**config.mk**
```make
export PLATFORM = sky130hd
export DESIGN_NAME = cnn_tile_sched
export DESIGN_NICKNAME = d
export VERILOG_FILES = /design/src/rtl/cnn_pkg.sv /design/src/rtl/cnn_credit_cnt.sv /design/src/rtl/cnn_tile_sched.sv
export SDC_FILE = /design/constraint.sdc
export NUM_CORES = 1
export LEC_CHECK = 0
export CAP_MARGIN = 20
export CORE_MARGIN = 4
export CORE_UTILIZATION = 51
export CTS_BUF_LIST = sky130_fd_sc_hd__clkbuf_8
export CTS_CLUSTER_SIZE = 25
export DETAILED_ROUTE_END_ITERATION = 8
export GPL_TIMING_DRIVEN = 0
export PLACE_DENSITY = 0.79
export SLEW_MARGIN = 25
export SYNTH_ARGS = -nofsm -noshare
export SYNTH_HDL_FRONTEND = slang
export SYNTH_SLANG_ARGS = --single-unit
```
**constraint.sdc**
```tcl
create_clock -name clk -period 2 [get_ports clk]
set_input_delay 0.3 -clock clk [delete_from_list [all_inputs] [get_ports clk]]
set_output_delay 0.3 -clock clk [all_outputs]
set_load 0.03 [all_outputs]
```
**src/rtl/cnn_pkg.sv**
```systemverilog
// Shared types and defaults for the CNN tile scheduler slice.
package cnn_pkg;
  typedef enum logic [2:0] {IDLE, LOAD, RUN, FINAL, DONE} sched_state_e;

  localparam int PE_CREDITS_DEF = 4;
endpackage

```
**src/rtl/cnn_credit_cnt.sv**
```systemverilog
// Saturating credit counter tracking free window slots in the PE input FIFO.
module cnn_credit_cnt #(
  parameter int PE_CREDITS = 4,
  localparam int CW = $clog2(PE_CREDITS + 1)
) (
  input  logic clk,
  input  logic rst,
  input  logic dec,
  input  logic inc,
  output logic low
);
  localparam logic [CW-1:0] MAX = CW'(PE_CREDITS);

  logic [CW-1:0] credits;

  always_ff @(posedge clk) begin
    if (rst) begin
      credits <= MAX;
    end else if (dec && !inc && credits != '0) begin
      credits <= credits - CW'(1);
    end else if (inc && !dec && credits != MAX) begin
      credits <= credits + CW'(1);
    end
  end

  // Threshold 1: a window requested last cycle may still land after stall rises.
  assign low = (credits <= CW'(1));

  a_no_underflow: assert property (@(posedge clk) disable iff (rst)
    !(dec && !inc && credits == '0));
  a_no_overflow: assert property (@(posedge clk) disable iff (rst)
    !(inc && !dec && credits == MAX));
endmodule

```
**src/rtl/cnn_tile_sched.sv**
```systemverilog
// Layer sequencer for CNNBuffer: per-tile req/req_final, credit-based window throttling, done/error.
module cnn_tile_sched
  import cnn_pkg::*;
#(
  parameter int TILE_CNT_W = 8,
  parameter int WIN_CNT_W  = 16,
  parameter int PE_CREDITS = PE_CREDITS_DEF
) (
  input  logic                  clk,
  input  logic                  rst,
  input  logic                  start,
  input  logic [TILE_CNT_W-1:0] cfg_tiles,
  input  logic [WIN_CNT_W-1:0]  cfg_win_per_tile,
  output logic                  busy,
  output logic                  done,
  output logic                  err_win_cnt,
  output logic                  buf_req,
  output logic                  buf_req_final,
  input  logic                  buf_window_valid,
  input  logic                  buf_window_finish,
  output logic                  buf_window_stall,
  input  logic                  pe_credit_ret,
  output logic [TILE_CNT_W-1:0] tile_idx
);
  sched_state_e          state, state_nxt;
  logic [TILE_CNT_W-1:0] tiles_q;
  logic [WIN_CNT_W-1:0]  win_cfg_q;
  logic [WIN_CNT_W-1:0]  win_cnt;
  logic                  fin_seen;
  logic                  cred_low;
  logic                  last_tile;

  cnn_credit_cnt #(.PE_CREDITS(PE_CREDITS)) u_credit (
    .clk (clk),
    .rst (rst),
    .dec (buf_window_valid),
    .inc (pe_credit_ret),
    .low (cred_low)
  );

  assign last_tile = (tile_idx == tiles_q - TILE_CNT_W'(1));

  always_ff @(posedge clk) begin
    if (rst) begin
      state       <= IDLE;
      tiles_q     <= '0;
      win_cfg_q   <= '0;
      tile_idx    <= '0;
      win_cnt     <= '0;
      err_win_cnt <= 1'b0;
      fin_seen    <= 1'b0;
    end else begin
      state <= state_nxt;
      // The last window_valid trails finish by a cycle, so FINAL waits one extra cycle.
      fin_seen <= (state == RUN) && buf_window_finish;
      case (state)
        IDLE: if (start) begin
          tiles_q     <= cfg_tiles;
          win_cfg_q   <= cfg_win_per_tile;
          tile_idx    <= '0;
          err_win_cnt <= 1'b0;
        end
        LOAD: win_cnt <= '0;
        RUN: if (buf_window_valid && win_cnt != '1) win_cnt <= win_cnt + WIN_CNT_W'(1);
        FINAL: begin
          if (win_cnt != win_cfg_q) err_win_cnt <= 1'b1;
          if (!last_tile) tile_idx <= tile_idx + TILE_CNT_W'(1);
        end
        default: ;
      endcase
    end
  end

  always_comb begin
    state_nxt        = state;
    busy             = 1'b0;
    done             = 1'b0;
    buf_req          = 1'b0;
    buf_req_final    = 1'b0;
    buf_window_stall = 1'b1;
    case (state)
      IDLE: if (start) state_nxt = (cfg_tiles == '0) ? DONE : LOAD;
      LOAD: begin
        busy      = 1'b1;
        buf_req   = 1'b1;
        state_nxt = RUN;
      end
      RUN: begin
        busy             = 1'b1;
        buf_window_stall = cred_low;
        if (fin_seen) state_nxt = FINAL;
      end
      FINAL: begin
        busy          = 1'b1;
        buf_req_final = 1'b1;
        state_nxt     = last_tile ? DONE : LOAD;
      end
      DONE: begin
        busy      = 1'b1;
        done      = 1'b1;
        state_nxt = IDLE;
      end
      default: state_nxt = IDLE;
    endcase
  end
endmodule

```
Word level (Yosys, flattened, before mapping) --
Cells that the tools add are included. Widths: inputs -> output; s select.
Cells by class: reductions and logical operators 20, eq/ne operators 13, $add $sub $neg 5, muxes and demuxes 20, $lt $le $gt $ge 1
Operators with widths (count):
- $pmux 16 s2 | 1
- $mux 3 | 6
- $add 16x1->16 const B | 1
- $mux 16 | 1
- $mux 8 | 2
- $ne 16x16->1 | 1
- $ne 16x16->1 const B | 1
- $pmux 8 s2 | 1
- $pmux 3 s4 | 1
- $add 8x1->8 const B | 1
- $eq 8x8->1 | 1
- $logic_not 8->1 | 1
- $ne 2x2->1 const B | 4
- $sub 8x1->8 const B | 1
- $mux 1 | 7
- $eq 3x2->1 const B | 2
- $logic_and 1x1->1 | 6
- $reduce_and 2->1 | 3
- $reduce_and 3->1 | 2
- $reduce_bool 2->1 | 3
- $reduce_or 4->1 | 1
- $add 3x1->3 const B | 1
- $eq 3x1->1 const B | 1
- $eq 3x3->1 const B | 1
- other kinds (8) | 9
Storage, ports and cells: flip-flop bits (word level) 56, logic and storage cells 67, input bits 30, output and inout bits 14

Longest topological paths before layout --
Gate-level depths: netlist (run 1).
depth after elaboration 5, gate-level depth with buffers 11, gate-level depth less buffers 8

By module --
A second synthesis (run 1) with hierarchy kept.
Second synthesis, totals: cell total of the unflattened synthesis 379, area, all modules 3133.0 µm²
Modules (own cells, without submodules):
- cnn_tile_sched | sequential area each 1061.0 µm², area each 2810.2 µm², cells an instance 343, times used 1
- cnn_credit_cnt | sequential area each 60.1 µm², area each 322.8 µm², cells an instance 36, times used 1

Least setup slack after synthesis (run 1) --
OpenSTA, ideal clock, no wires.
path type reg2reg, from register tiles_q[0], to register tile_idx[1], required time 1.869 ns, setup time 0.131 ns, path buffers 3, cell stages (with the launch flop) 12, setup slack -0.108 ns, data arrival time 1.978 ns, period minus slack after synthesis 2.108 ns, cells stage by stage dfxtp_1 > buf_2 > inv_1 > ha_1 > clkbuf_2 > o21bai_1 > a211oi_1 > o21bai_2 > a211oi_4 > buf_6 > nand3b_1 > a21oi_2
Between the ends: word-level cells in the longest chain between the ends 4
Ends and longest elaborated chain:
- start: declaration | RTL line cnn_tile_sched.sv:26 | logic [TILE_CNT_W-1:0] tiles_q;
- start signal: assignment | RTL line cnn_tile_sched.sv:58 | tiles_q <= cfg_tiles;
- $sub 8x1->8 | RTL line cnn_tile_sched.sv:41 | assign last_tile = (tile_idx == tiles_q - TILE_CNT_W'(1));
- $eq 8x8->1 | RTL line cnn_tile_sched.sv:41
- $ne 2x2->1 (no source line)
- $reduce_and 3->1 (no source line)
- end signal: assignment | RTL line cnn_tile_sched.sv:67 | if (!last_tile) tile_idx <= tile_idx + TILE_CNT_W'(1);
- end: declaration | RTL line cnn_tile_sched.sv:23 | output logic [TILE_CNT_W-1:0] tile_idx
No other way between the ends. A chain may end at the register's enable or synchronous reset.

Worst setup path in the final report (run 1) --
from register tiles_q[0], to register tile_idx[5]
The elaborated chain is that of the path after synthesis.

==> impl_metrics.csv, run 1 <==
group,metric,value,unit
run_status,outcome,"complete, but fails checks",
run_status,violations,"negative setup slack",
timing,fin_setup_tns,-0.2366,ns
detailed_routing,drtPass1Iterations,4,
clocking,cts_max_level,2,
finish,multi_input_area,1901,sq um
detailed_routing,antenna_left,0,
critical_path,start_kind,"flip-flop",
detailed_routing,wl_per_cell,15.08,microns
timing,setup_viol,8,
detailed_routing,num_vias,2797,
grt,grt.total_usage,0.2077,
floorplanning,dieArea,7096,sq um
finish,area.sequential,1130,sq um
grt,antenna_found_initial,0,
clocking,clkLatencyLatePin,0.32,ns
place,place_ws,-0.2270,ns
logic_synthesis,yosys-top-cells-count,"nand2_1 (64), dfxtp_1 (56), a21oi_1 (37)",
clocking,cts_buffers,5,
clocking,cts_buffer_depth,2,
finish,syn_to_final_growth,29.59,%
timing,worst_slew_pin_slew,0.5744,ns
finish,fillers,448,
place,gp_congestion,0.8569,
power,p_leak,1.486,nW
place,hpwl,5.199,mm
logic_synthesis,synth_top_area_share,0.3782,
logic_synthesis,yosysWarnings,0,
timing,finalMaxSlewViolations,0,
grt,grt_pass1_wl,12.35,mm
finish,antenna_cells,0,
critical_path,worstSetupPathType,"reg2reg",
grt,overflow,0,
timing,hold_viol,0,
finish,layout.nets,462,
finish,design_area,3841,sq um
critical_path,critPathSlowestCell,"or4_1",
critical_path,cp_num_buf_inv,1,
critical_path,worstSetupEndpointType,"flip-flop",
critical_path,crit_path_max_fanout,8,
detailed_routing,detail_route.iter0.violations,169,
logic_synthesis,synthCells,366,
critical_path,cp.required,2.24,ns
critical_path,reg2reg_to,"tile_idx[5]",
logic_synthesis,yosysMostFrequentCell,"nand2_1",
timing,skew,0.008523,ns
logic_synthesis,synth_area,2964,sq um
logic_synthesis,synth_cell_types,53,
floorplanning,die_x,84.24,microns
worst_hold_path,worstHoldEndpoint,"win_cfg_q[3]",
place,io_buffers,43,
floorplanning,rows,27,
floorplanning,initial_core_util,0.5318,
grt,gr-max-usage-layer,"met2",
clocking,path_clk_slew,0.10,ns
timing,period_minus_slack,2.078,ns
critical_path,reg2reg_depth,8,
logic_synthesis,synth_top_area_cell,"dfxtp_1",
floorplanning,core_area,5574,sq um
clocking,cts_tree,"yes",
logic_synthesis,synth-seq-area-share,0.3782,
timing,timing.hold.ws,0.4755,ns
grt,use_met2,0.3465,
floorplanning,io_pins,44,
critical_path,crit_family,"compound AO/OA/AOI/OAI gates",
grt,met1_usage,0.2684,
critical_path,cpPeakStageDelay,0.53,ns
timing,worst_slack,-0.07752,ns
grt,gr-usage-met3,0.03925,
place,place_area,3513,sq um
logic_synthesis,synth_edf_count,0,
power,pwr_density_cell,656.2,nW/um^2
clocking,cts.sinks,56,
finish,drive_gt1_frac,0.1620,
critical_path,cp.arrival,2.32,ns
grt,grt_max_degree,18,
flow_run,cap_violations,0,
power,ir_worst_vdd,0.5193,mV
logic_synthesis,ys.flop_type,"dfxtp_1",
worst_hold_path,min_path_type,"reg2reg",
worst_hold_path,min-delay-start,"win_cfg_q[3]",
logic_synthesis,synth_area_leaders,"dfxtp_1 (38%), xor2_1 (9.2%), nand2_1 (8.1%), a21oi_1 (6.2%), nor2_1 (4.1%)",
detailed_routing,drt-total-wl,7.511,mm
critical_path,rr_startpoint,"tiles_q[0]",
timing,clock.fmax,481.3,MHz
critical_path,cp_cell_sequence,"inv_4, ha_4, xnor2_1, a221oi_4, a41oi_2, a211oi_4, or4_1, a21oi_2",
floorplanning,die_h,84.24,microns
clocking,root_buffer,"clkbuf_8",
timing,relSlewSlack,0.6155,
logic_synthesis,syn_nets,403,
critical_path,ff2ff_setup_slack,-0.08,ns
timing,grt_setup_unrepaired,"true",
grt,grt_pass1_vias,2776,
logic_synthesis,ys_async_sr_fraction,0,
detailed_routing,via_per_inst,5.616,
detailed_routing,drc,0,
logic_synthesis,ys_ff_latch,56,
logic_synthesis,syn_area_per_cell,8.099,sq um
timing,finalCritPeriodShare,1.039,
worst_hold_path,hold_depth,2,
[worst reg2reg max path, delay by kind of cell, from the launching register on]
kind	cells	cell delay (ns)
AOI/OAI and AO/OA	4	0.61
xor gates and xnor gates	1	0.26
adders and majority gates	1	0.18
buffers and inverters	1	0.04
DFF	1	0.39
and+or+nand+nor	1	0.53
[layout by cell type, fill, tap and decap left out, drive strengths merged, types with 3 or more instances in the layout]
cell type      instances
o21ai                  7
nor2                  32
nor3b                  4
ha                     7
a21oi                 38
xor2                  31
nor3                   8
o21bai                 3
or3                    4
o31ai                  4
xnor2                 11
nand3                 14
inv                    7
or4                    3
clkbuf                20
clkdlybuf4s50         38
dfxtp                 56
nand2b                 3
dlygate4sd2            4
and3                   3
buf                   17
nand2                 64
nor4                   7
nand4                 12
[registers in the layout, indices dropped and copies added, names as in the netlist]
name,cells
state,3
fin_seen,1
win_cfg_q,16
tile_idx,8
u_credit.credits,3
err_win_cnt,1
tiles_q,8
win_cnt,16
[layout make-up]
class / count / area share
Inverter: 6 / 0.006515
Timing Repair Buffer: 54 / 0.1329
Clock inverter: 3 / 0.005212
Tap cell: 72 / 0.02345
Clock buffer: 5 / 0.01792
Sequential cell: 56 / 0.2941
Multi-Input combinational cell: 282 / 0.4948
Buffer: 20 / 0.02508
[cells by family after synthesis]
logic type,synth area share
buffers and inverters,0.04136
DFF,0.3782
AOI/OAI and AO/OA,0.1461
muxes,0.003799
and+or+nand+nor,0.2769
adders and majority gates,0.02955
xor gates and xnor gates,0.1241
[stage by stage]
step,total power [mW],std cells,utilization
finish,2.521,498,0.6891
global route,2.647,498,0.6891
CTS,2.473,495,0.6642
detailed placement,1.836,481,0.6303
global placement,1.824,481,0.6303
floorplan,1.655,366,-
[how the worst max path moves through the flow]
stage / cells past startpoint / start / to / slack (ns)
floorplan: 11 / tiles_q[0] / tile_idx[1] / 0.01
global placement: 5 / start / win_cfg_q[15] / -0.26
detailed placement: 5 / start / tiles_q[5] / -0.23
CTS: 10 / tiles_q[0] / tile_idx[1] / -0.08
global route: 6 / state[0] / tile_idx[5] / -0.18
finish: 8 / tiles_q[0] / tile_idx[5] / -0.08
[timing repair]
| item | in CTS | in global routing |
|---|---|---|
| resized for setup | 20 | 30 |
| hold buffers | 0 | 0 |
| endpoints found under the setup margin | 15 | 51 |
| setup buffers | 6 | 6 |
| pin swaps | 6 | 11 |
| cloned | 1 | 0 |
[report_power, final]
part	leakage, nW	internal [mW]	switching, mW
combinational	0.983	0.306	0.354
clock	0.0455	0.245	0.377
sequential	0.458	1.18	0.0615
total	1.49	1.73	0.792
[metal layers]
layer,wire (microns),vias to the layer above
li1,-,1378
met1,3381,1338
met2,3630,71
met3,384,10
met4,114,0
met5,0,-
(Power assumes the default switching activity.)
==> run 2: changes to the inputs <==
--- a/config.mk
+++ b/config.mk
@@ -12,8 +12,7 @@
 export CTS_CLUSTER_SIZE = 25
 export DETAILED_ROUTE_END_ITERATION = 8
 export GPL_TIMING_DRIVEN = 0
-export PLACE_DENSITY = 0.79
-export SLEW_MARGIN = 25
+export PLACE_DENSITY = 0.77
 export SYNTH_ARGS = -nofsm -noshare
 export SYNTH_HDL_FRONTEND = slang
 export SYNTH_SLANG_ARGS = --single-unit
==> impl_metrics.csv, run 2 (synthesis results as in run 1) <==
group,metric,value,unit
grt,antenna_found_initial,0,
place,gp_congestion,0.8365,
grt,gr-usage-met3,0.03533,
timing,skew,0.007355,ns
critical_path,cp_num_buf_inv,2,
timing,finalCritPeriodShare,1.020,
timing,period_minus_slack,2.040,ns
run_status,violations,"negative setup slack",
detailed_routing,via_per_inst,5.541,
grt,overflow,0,
finish,drive_gt1_frac,0.1593,
grt,grt_pass1_wl,12.25,mm
critical_path,reg2reg_depth,9,
place,place_area,3513,sq um
place,io_buffers,43,
clocking,cts_tree,"yes",
critical_path,reg2reg_to,"tile_idx[1]",
grt,grt.total_usage,0.2088,
critical_path,cp.arrival,2.23,ns
finish,fillers,469,
critical_path,crit_family,"compound AO/OA/AOI/OAI gates",
detailed_routing,drt-total-wl,7.321,mm
finish,reg.largest.list,"win_cfg_q x16, win_cnt x16",
power,ir_worst_vdd,0.3567,mV
worst_hold_path,min_path_type,"reg2reg",
clocking,cts.sinks,56,
detailed_routing,detail_route.iter0.violations,103,
worst_hold_path,min-delay-start,"win_cfg_q[0]",
run_status,outcome,"complete, but fails checks",
place,dp.cells,481,
clocking,cts_buffer_depth,2,
power,p_leak,1.470,nW
detailed_routing,drc,0,
power,pwr_density_cell,664.4,nW/um^2
grt,grt_max_degree,20,
timing,worst_slew_pin_slew,0.5315,ns
detailed_routing,wl_per_cell,14.67,microns
detailed_routing,drtPass1Iterations,4,
finish,design_area,3810,sq um
grt,use_met2,0.3429,
detailed_routing,num_vias,2765,
critical_path,crit_path_max_fanout,7,
clocking,cts_buffers,5,
flow_run,cap_violations,0,
critical_path,ff2ff_setup_slack,-0.04,ns
floorplanning,die_x,84.24,microns
floorplanning,initial_core_util,0.5318,
finish,fin_cells,499,
timing,grt_setup_unrepaired,"true",
detailed_routing,antenna_left,0,
clocking,cts_max_level,2,
critical_path,cp_cell_sequence,"inv_4, ha_4, o21bai_1, a211oi_2, o21bai_2, a211oi_4, buf_6, nand3b_1, a21oi_2",
clocking,clkLatencyLatePin,0.32,ns
floorplanning,dieArea,7096,sq um
timing,hold_viol,0,
critical_path,worstSetupPathType,"reg2reg",
grt,met1_usage,0.2767,
worst_hold_path,hold_depth,2,
critical_path,cpPeakStageDelay,0.39,ns
finish,syn_to_final_growth,28.54,%
critical_path,rr_startpoint,"tiles_q[0]",
timing,clock.fmax,490.2,MHz
finish,layout_commonest_cell,"nand2_1",
finish,layout.cells.most_common_list,"nand2_1 (64), dfxtp_1 (52), clkdlybuf4s50_1 (38)",
critical_path,worstSetupEndpointType,"flip-flop",
grt,grt_pass1_vias,2621,
grt,gr-max-usage-layer,"met2",
floorplanning,rows,27,
place,hpwl,5.177,mm
clocking,root_buffer,"clkbuf_8",
critical_path,cp.required,2.19,ns
timing,setup_viol,3,
finish,antenna_cells,0,
floorplanning,die_h,84.24,microns
worst_hold_path,worstHoldEndpoint,"win_cfg_q[0]",
critical_path,critPathSlowestCell,"dfxtp_4",
clocking,path_clk_slew,0.11,ns
critical_path,start_kind,"flip-flop",
floorplanning,io_pins,44,
timing,worst_slack,-0.03991,ns
finish,layout.nets,463,
floorplanning,core_area,5574,sq um
timing,relSlewSlack,0.6457,
timing,finalMaxSlewViolations,0,
==> run 2: power breakdown <==
group / leakage, nW / internal [mW] / switching [mW]
sequential: 0.458 / 1.18 / 0.0598
combinational: 0.967 / 0.293 / 0.348
clock: 0.0452 / 0.256 / 0.398
total: 1.47 / 1.73 / 0.805
==> run 2: layout make-up <==
type	count	area [sq um]	area share
inverter	6	25.02	0.006568
clock buffer	5	68.82	0.01806
clock inverter	3	25.02	0.006568
multi-input combinational	283	1873	0.4916
buffer	20	93.84	0.02463
timing repair buffer	54	500.5	0.1314
tap	72	90.09	0.02365
sequential	56	1134	0.2975
==> run 2: timing repair <==
item	in CTS	in global routing
gates cloned	2	0
setup endpoints to repair	17	44
hold buffers	0	0
buffers inserted	5	5
pin swaps	12	17
gates resized for setup	22	27
==> run 2: worst max path at each step <==
stage,startpoint,endpoint,depth (start not counted)
after floorplan,tiles_q[0],tile_idx[1],11
after global placement,start,win_cfg_q[15],5
after detailed placement,start,win_cfg_q[15],5
after CTS,tiles_q[0],tile_idx[1],10
after global routing,tiles_q[2],tile_idx[5],7
final,tiles_q[0],tile_idx[1],9
==> run 2: per-stage QoR <==
step / power [mW] / worst slack, ns / utilization / hold slack (ns) / TNS, ns
2_1_floorplan: 1.655 / 0.01069 / - / 0.4360 / 0
3_3_place_gp: 1.823 / -0.2600 / 0.6303 / 0.4563 / -6.072
3_5_place_dp: 1.842 / -0.2608 / 0.6303 / 0.4623 / -6.093
4_1_cts: 2.524 / -0.07443 / 0.6667 / 0.4837 / -0.3208
5_1_grt: 2.665 / -0.1567 / 0.6835 / 0.4962 / -1.003
6_report: 2.531 / -0.03991 / 0.6835 / 0.4807 / -0.07774
==> run 2: metal layers <==
layer	wire, microns	share of wire
met1	3423	0.47
met3	327	0.045
met4	144	0.020
met5	0	0
met2	3425	0.47
==> run 2: worst register-to-register path, delay by kind of cell, from the launching register on <==
family | cells | cell delay, ns
buffers and inverters | 2 | 0.23
and+or+nand+nor | 1 | 0.13
adders and majority gates | 1 | 0.18
DFF | 1 | 0.39
AOI/OAI and AO/OA | 5 | 1.00
==> run 3: changes to the inputs <==
==> constraint.sdc (replaced) <==
create_clock -name clk -period 2 [get_ports clk]
set_input_delay 0.4 -clock clk [delete_from_list [all_inputs] [get_ports clk]]
set_output_delay 0.4 -clock clk [all_outputs]
set_load 0.03 [all_outputs]
==> impl_metrics.csv, run 3 (synthesis results as in run 1) <==
group,metric,value,unit
run_status,outcome,"complete, but fails checks",
run_status,violations,"negative setup slack",
detailed_routing,via_per_inst,5.592,
critical_path,start_kind,"flip-flop",
finish,layout.nets,462,
finish,fin_cells,498,
grt,met1_usage,0.2744,
clocking,cts_buffer_depth,2,
power,p_clk_frac,0.258,
timing,skew,0.006384,ns
grt,use_met2,0.3372,
timing,relSlewSlack,0.6490,
power,pwr_density_cell,668.1,nW/um^2
grt,grt_max_degree,20,
place,io_buffers,43,
finish,syn_to_final_growth,29.38,%
critical_path,cp-startpoint,"tiles_q[0]",
finish,layout.cells.most_common_list,"nand2_1 (64), dfxtp_1 (52), clkdlybuf4s50_1 (37)",
grt,antenna_found_initial,0,
timing,worst_slack,-0.002787,ns
place,dp.cells,481,
grt,grt_pass1_vias,2588,
grt,gr-usage-met3,0.03435,
power,p_sw_frac,0.3197,
clocking,cts_tree,"yes",
critical_path,worstSetupEndpointType,"flip-flop",
timing,grt_setup_unrepaired,"true",
power,combPwrFrac,0.259,
clocking,cts_buffers,5,
detailed_routing,antenna_left,0,
finish,reg.largest.list,"win_cfg_q x16, win_cnt x16",
detailed_routing,drc,0,
power,p_seq_frac,0.483,
power,ir_worst_vdd,0.3541,mV
detailed_routing,wl_per_cell,14.62,microns
timing,finalCritPeriodShare,1.001,
floorplanning,io_pins,44,
grt,gr-max-usage-layer,"met2",
timing,worst_slew_pin_slew,0.5265,ns
clocking,root_buffer,"clkbuf_8",
grt,overflow,0,
detailed_routing,detail_route.iter0.violations,113,
timing,finalMaxSlewViolations,0,
grt,grt.total_usage,0.2054,
timing,hold_viol,0,
timing,clock.fmax,499.3,MHz
finish,fillers,470,
worst_hold_path,min_path_type,"reg2reg",
grt,grt_pass1_wl,12.11,mm
finish,utilization,0.6880,
finish,drive_gt1_frac,0.1620,
power,p_int,1.743,mW
floorplanning,die_x,84.24,microns
timing,period_minus_slack,2.003,ns
critical_path,crit_path_max_fanout,7,
floorplanning,initial_core_util,0.5318,
floorplanning,dieArea,7096,sq um
power,switching_power,0.8191,mW
power,p_leak,1.491,nW
detailed_routing,num_vias,2785,
critical_path,rr_startpoint,"tiles_q[0]",
worst_hold_path,min-delay-start,"win_cfg_q[0]",
timing,timing.hold.ws,0.4836,ns
clocking,cts.sinks,56,
detailed_routing,drtPass1Iterations,5,
timing,setup_viol,1,
detailed_routing,drt-total-wl,7.282,mm
critical_path,cp.arrival,2.20,ns
clocking,clkLatencyLatePin,0.32,ns
critical_path,cp.required,2.20,ns
timing,fin_setup_tns,-0.002787,ns
clocking,cts_max_level,2,
place,hpwl,5.177,mm
place,gp_congestion,0.8365,
floorplanning,die_h,84.24,microns
clocking,path_clk_slew,0.11,ns
floorplanning,core_area,5574,sq um
finish,antenna_cells,0,
floorplanning,rows,27,
critical_path,worstSetupPathType,"reg2reg",
finish,layout_commonest_cell,"nand2_1",
clocking,hold_buffers,0,
flow_run,cap_violations,0,
==> run 3: cell types whose count changed in the layout (fill, tap and decap cells not counted), sizes merged <==
cell           change
buf                -2
clkbuf             +1
clkdlybuf4s50      -1
dlymetal6s2s       +1
dlygate4sd2        -1
clkdlybuf4s15      +1
==> run 3: final cells by class <==
class                   instances  area (sq um)  share of cell area
plain buffers                  20         101.3             0.02643
inverters                       6         25.02            0.006525
multi-input cells             283          1888              0.4923
flip-flops and latches         56          1134              0.2956
well taps                      72         90.09             0.02349
clock inverters                 3         25.02            0.006525
clock buffers                   5         68.82             0.01794
repair buffers                 53         503.0              0.1312
==> run 3: routing by layer <==
| layer | vias to the layer above | wire (microns) | part of all wire |
|---|---|---|---|
| li1 | 1384 | - | - |
| met4 | 0 | 104 | 0.014 |
| met2 | 56 | 3381 | 0.46 |
| met5 | - | 0 | 0 |
| met1 | 1337 | 3480 | 0.48 |
| met3 | 8 | 316 | 0.043 |
==> run 3: path summary, 6_finish.rpt <==
kind	to	slack [ns]	cells after the start
max	tile_idx[1]	-0.003	9
min	win_cfg_q[0]	0.48	2
max reg2reg	tile_idx[1]	-0.003	9
min reg2reg	win_cfg_q[0]	0.48	2
==> run 3: through the flow <==
step | power, mW | setup slack [ns] | instance area (sq um)
after floorplan | 1.655 | 0.01069 | 2993
after global placement | 1.823 | -0.3600 | 3513
after detailed placement | 1.842 | -0.3608 | 3513
after CTS | 2.542 | -0.06611 | 3731
after global routing | 2.688 | -0.1100 | 3835
final | 2.562 | -0.002787 | 3835
==> run 3: power by group through the flow <==
stage               logic, mW  clock network, mW  registers (mW)
floorplan               0.407                  0            1.25
global placement        0.566                  0            1.26
detailed placement      0.582                  0            1.26
CTS                     0.640              0.667            1.23
global route            0.731              0.712            1.25
finish                  0.663              0.661            1.24
==> run 3: timing repair <==
action | CTS | global route
setup buffers | 6 | 3
cloned | 2 | 0
pin swaps | 7 | 13
setup endpoints to repair | 22 | 24
resized for setup | 29 | 31
==> run 3: critical path, stage by stage, from the launching register on <==
cell      delay (ns)
dfxtp_4         0.39
inv_4           0.04
ha_4            0.19
o21ba_4         0.21
a221oi_4        0.26
a41oi_2         0.10
a211oi_4        0.33
buf_6           0.18
nand3b_1        0.13
a21oi_2         0.05
